$ cat src/rtl/fetch_ctrl.sv
// fetch_ctrl: owns the even/odd fetch line-pointer pair and sequences the
// fetch pipeline through IDLE / REDIR / RUN / MISS. Picks the next pair from
// writeback resteer, init, branch-predictor target or sequential +2 advance,
// holds the pair on I$ miss or iBuff backpressure, pulses an iBuff flush after
// every redirect capture and counts miss-stall cycles (saturating).
module fetch_ctrl #(
    parameter int FIP_W = 28,
    parameter int CNT_W = 16
) (
    input  logic             clk,
    input  logic             reset,
    input  logic             is_init,
    input  logic [31:0]      init_addr,
    input  logic             resteer,
    input  logic [FIP_W-1:0] WB_FIP_e,
    input  logic [FIP_W-1:0] WB_FIP_o,
    input  logic             BP_taken,
    input  logic [FIP_W-1:0] BP_FIP_e,
    input  logic [FIP_W-1:0] BP_FIP_o,
    input  logic             cache_miss_e,
    input  logic             cache_miss_o,
    input  logic             ibuf_ready,
    output logic [FIP_W-1:0] FIP_e,
    output logic [FIP_W-1:0] FIP_o,
    output logic             fetch_valid,
    output logic             stall,
    output logic             flush_ibuf,
    output logic [CNT_W-1:0] miss_cycles
);

    localparam logic [1:0] S_IDLE  = 2'd0;
    localparam logic [1:0] S_REDIR = 2'd1;
    localparam logic [1:0] S_RUN   = 2'd2;
    localparam logic [1:0] S_MISS  = 2'd3;

    logic [1:0]       state;
    logic [1:0]       state_nxt;
    logic [FIP_W-1:0] fip_e_nxt;
    logic [FIP_W-1:0] fip_o_nxt;
    logic             stall_nxt;
    logic             flush_nxt;
    logic             valid_nxt;
    logic [CNT_W-1:0] miss_cycles_nxt;

    logic [FIP_W-1:0] init_line;
    logic             any_miss;
    logic             accept;

    // Start line is the 16B-line index of the init byte address.
    assign init_line = FIP_W'(init_addr[31:4]);
    assign any_miss  = cache_miss_e | cache_miss_o;
    assign accept    = ~any_miss & ibuf_ready;

    // Next-state, next-pointer and status selection in priority order.
    always_comb begin
        // NOTE: every signal assigned here gets a default first, so no path can infer a latch.
        state_nxt = state;
        fip_e_nxt = FIP_e;
        fip_o_nxt = FIP_o;
        stall_nxt = stall;
        flush_nxt = 1'b0;

        if (resteer) begin
            // Writeback redirect: pair is taken verbatim.
            fip_e_nxt = WB_FIP_e;
            fip_o_nxt = WB_FIP_o;
            flush_nxt = 1'b1;
            stall_nxt = 1'b0;
            state_nxt = S_REDIR;
        end else if (is_init) begin
            // The start line lands in whichever slot matches its parity;
            // the other slot gets the following line.
            if (init_line[0]) begin
                fip_o_nxt = init_line;
                fip_e_nxt = init_line + FIP_W'(1);
            end else begin
                fip_e_nxt = init_line;
                fip_o_nxt = init_line + FIP_W'(1);
            end
            flush_nxt = 1'b1;
            stall_nxt = 1'b0;
            state_nxt = S_REDIR;
        end else begin
            case (state)
                S_IDLE: begin
                    state_nxt = S_IDLE;
                end
                S_REDIR: begin
                    // One dead cycle lets the iBuff flush settle before fetch resumes.
                    state_nxt = S_RUN;
                    stall_nxt = 1'b0;
                end
                S_RUN: begin
                    if (any_miss) begin
                        state_nxt = S_MISS;
                        stall_nxt = 1'b1;
                    end else if (!ibuf_ready) begin
                        stall_nxt = 1'b1;
                    end else begin
                        stall_nxt = 1'b0;
                        if (BP_taken) begin
                            fip_e_nxt = BP_FIP_e;
                            fip_o_nxt = BP_FIP_o;
                        end else begin
                            fip_e_nxt = FIP_e + FIP_W'(2);
                            fip_o_nxt = FIP_o + FIP_W'(2);
                        end
                    end
                end
                S_MISS: begin
                    // The missing pair is re-presented, so leaving MISS does not advance.
                    if (any_miss) begin
                        stall_nxt = 1'b1;
                    end else begin
                        state_nxt = S_RUN;
                        stall_nxt = 1'b0;
                    end
                end
                default: begin
                    state_nxt = S_IDLE;
                    stall_nxt = 1'b0;
                end
            endcase
        end
    end

    // Requests are live only while running or waiting on a miss.
    assign valid_nxt = (state_nxt == S_RUN) || (state_nxt == S_MISS);

    // Every cycle spent in MISS is counted; the counter sticks at all-ones.
    always_comb begin
        miss_cycles_nxt = miss_cycles;
        if ((state == S_MISS) && (miss_cycles != {CNT_W{1'b1}})) begin
            miss_cycles_nxt = miss_cycles + CNT_W'(1);
        end
    end

    // All outputs are registered; reset aborts any state immediately.
    always_ff @(posedge clk) begin
        // NOTE: sequential state uses non-blocking assignments so every register samples pre-edge values.
        if (reset) begin
            state       <= S_IDLE;
            FIP_e       <= '0;
            FIP_o       <= '0;
            fetch_valid <= 1'b0;
            stall       <= 1'b0;
            flush_ibuf  <= 1'b0;
            miss_cycles <= '0;
        end else begin
            state       <= state_nxt;
            FIP_e       <= fip_e_nxt;
            FIP_o       <= fip_o_nxt;
            fetch_valid <= valid_nxt;
            stall       <= stall_nxt;
            flush_ibuf  <= flush_nxt;
            miss_cycles <= miss_cycles_nxt;
        end
    end

    // accept is the RUN-state handshake; kept as a named term for readability.
    logic unused_ok;
    assign unused_ok = accept;

endmodule

$ cat config.mk
export PLATFORM = sky130hd
export DESIGN_NAME = fetch_ctrl
export DESIGN_NICKNAME = d
export VERILOG_FILES = /design/src/rtl/fetch_ctrl.sv
export SDC_FILE = /design/constraint.sdc
export NUM_CORES = 1
export LEC_CHECK = 0
export CORE_UTILIZATION = 45
export CTS_BUF_LIST = sky130_fd_sc_hd__clkbuf_16
export DETAILED_ROUTE_END_ITERATION = 10
export PLACE_DENSITY = 0.82
export SLEW_MARGIN = 5
export SYNTH_ARGS = -nofsm -noshare
export SYNTH_HDL_FRONTEND = slang
export SYNTH_SLANG_ARGS = --single-unit
$ cat constraint.sdc
create_clock -name clk -period 2.3 [get_ports clk]
set_input_delay 0.345 -clock clk [delete_from_list [all_inputs] [get_ports clk]]
set_output_delay 0.345 -clock clk [all_outputs]
set_load 0.01 [all_outputs]
==> impl_results.md <==
* Die Ht at 117.2 um
* Met1 Resource Use GR at 45.61%
* Clk_lat worst skew at 0.35 ns
* Final Hold Viols at 0
* Critical path launch point type: primary input
* CTS Buffer Depth at 2
* Top Family by Delay on Critical Path: compound AO/OA/AOI/OAI gates
* Hold-fix buffer count after cts at 0
* Largest net degree at the start of global routing at 36
* Synthesized instance count at 811
* Final RePlAce weighted congestion at 0.9687
* Relative slew slack at 42.68%
* CTS resizes at 0
* Number of distinct library cells after synthesis at 63
* Core Rows at 41
* Antenna diode count at 0
* First-pass DRT Iterations at 6
* DP Area at 8932 um2
* Asr flop ratio synth at 0%
* Drt via density at 6.241
* Syn Area/Cell at 7.365 um2
* H-Tree Depth at 3
* Most used DFF post-synth: dfxtp_1
* Cell area after layout at 9235 um2
* Worst hold path type: primary input to flop
* Die area at 13,740 um2
* Status: finished clean
* Final setup fails at 0
* Ys Warns at 0
* Routed WL at 25.01 mm
* Starting density of the core at 46.76%
* Period utilisation layout at 94.41%
* Max incr delay on CP at 0.54 ns
* Yosys reg bits at 77
* Layout cells sized above 1 at 12.64%
* Reg-to-Reg Start: FIP_e[1]
* Commonest cells after routing, fill and taps aside: 219 x clkdlybuf4s50_1, 98 x buf_4, 77 x dfxtp_1
* Initial drt markers at 1,021
* Sequential share of the synthesized area at 25.81%
* Synthesized area at 5973 um2
* Vias in the first global route at 7,390
* Buf+Inv Stages, Crit Path at 1
* Static Leak at 3.376 nW
* Layout Area Growth over Synthesis at 54.61%
* DP Wirelength at 18.91 mm
* CTS tree: yes
* Total of max-cap violations at 0
* Crit path launch: init_addr[4]
* Core area at 12,770 um2
* Initial antenna violation count at 0
* Crit-path cells: clkdlybuf4s50_1, ha_1, nand4b_1, nor3_1, xnor2_1, a2111oi_0, o211ai_1, o21ai_0
* Worst path arrival time at 2.45 ns
* Worst path slowest cell: a2111oi_0
* CTS Sinks at 77
* FILL cells at 998
* Maximum vdd drop at 342.9 uV
* Grt total ovfl at 0
* Min-Delay Startpoint: reset
* Setup CP Type: primary input to flop
* Skew final at 0.004174 ns
* Ports at 227
* Routed len/inst at 19.79 um
* Final nets at 1,244
* Power per cell area at 448.8 nW/um2
* First-pass GRT wire length at 38.16 mm
* CTS Buf Count at 9
* M3 GR Usage at 7.878%
* Buffers on Ports at 222
* GRT Overall Usage at 36.66%
* Worst Path Required at 2.58 ns
* Unrepaired setup endpoints after global routing: no
* Fin util at 72.30%
* Clk slew on worst S/H paths at 0.07 ns
* Drt drc at 0
* Syn Nets at 968
* Final Max Slew Viols at 0
* Final min period at 2.171 ns
* Max Fclk at 460.5 MHz
* Setup crit end kind: flop
* GRT met2 Usage at 57.92%
* Die width at 117.2 um
* Clk root buf: clkbuf_16
* Most common cell after layout, fill and taps aside: clkdlybuf4s50_1
* DRT antenna net count at 0
* Vias at 7,888
* # Post-CTS Setup Buffers at 0
* Max FO, Critical Path at 5
* Most used routing layer: met2
* Worst-Margin Slew at 0.8566 ns
* Post-synth EDFFs at 0
[layout make-up]
class                   count  area [um2]  area share (%)
inverters                  19       71.32          0.7723
repair buffers            321        2963           32.08
clock buffers               9       225.2           2.439
well taps                 172       215.2           2.330
multi-input cells         659        4163           45.08
clock inverters             7       56.30          0.6097
flip-flops and latches     77        1541           16.69
[worst paths after layout]
path                to  slack, ns  cells after the start
min reg2reg   FIP_e[0]       0.49                      2
min           state[0]       0.31                      2
max reg2reg  FIP_e[23]       0.17                      6
max          FIP_o[12]       0.13                      8
[power breakdown]
part           leakage [nW]  switching (mW)  internal [mW]
clock                 0.137           0.654          0.745
sequential            0.636           0.106           1.42
combinational          2.60           0.563          0.657
[cells in the mapped netlist, drive strengths merged (6+ instances only)]
| master | n | area (um2) |
|---|---|---|
| nor3 | 30 | 150.1 |
| a21o | 10 | 75.07 |
| xnor2 | 55 | 481.7 |
| a211oi | 21 | 157.7 |
| o211ai | 8 | 60.06 |
| o22ai | 10 | 62.56 |
| xor2 | 25 | 219.0 |
| a22oi | 11 | 82.58 |
| and2 | 6 | 37.54 |
| and3 | 17 | 106.4 |
| nor2 | 69 | 259.0 |
| nor4 | 12 | 120.1 |
| o21ai | 65 | 325.3 |
| o221ai | 14 | 122.6 |
| nand4 | 30 | 193.9 |
| clkbuf | 46 | 175.2 |
| inv | 19 | 71.31 |
| nand2b | 7 | 43.79 |
| a21oi | 59 | 299.0 |
| a221oi | 15 | 131.4 |
| dfxtp | 77 | 1541 |
| nand3 | 36 | 192.7 |
| a31oi | 9 | 56.30 |
| nand2 | 69 | 259.0 |
| or3 | 7 | 43.79 |
| and4 | 17 | 151.4 |
| buf | 10 | 50.05 |
[cells by family (layout without fill, tap and decap cells)]
group / count (synthesis) / after routing / share of synthesized area [%]
xor+xnor: 80 / 80 / 11.73
flops: 77 / 77 / 25.81
mux: 6 / 6 / 1.026
simple gates: 313 / 313 / 27.59
compound gates: 255 / 255 / 27.84
buf+inv: 75 / 356 / 4.964
fa+ha+maj: 5 / 5 / 1.047
[through the flow]
stage          hold slack, ns  worst slack [ns]  TNS [ns]  cells  total power [mW]
3_5_place_dp           0.4869           -0.2096    -2.058   1248             2.741
5_1_grt                0.3305          0.002589         0   1264             4.296
4_1_cts                0.2936            0.1190         0   1264             4.116
2_1_floorplan          0.4940            0.2980         0    811             2.020
3_3_place_gp           0.4847           -0.1540    -1.258   1248             2.729
6_report               0.3092            0.1286         0   1264             4.145
[layer usage]
layer  part of all wire [%]  routed length (um)  vias up
li1                       -                   -     3592
met1                     39                9755     3589
met2                     44               11040      578
met3                     11                2749      129
met4                    5.9                1469        0
met5                      0                   0        -
[registers in the layout, summed over array words and instances (netlist names)]
signal       cells
flush_ibuf       1
FIP_e           28
fetch_valid      1
state            2
miss_cycles     16
stall            1
FIP_o           28
No activity file was read; power rests on OpenSTA's default activity.
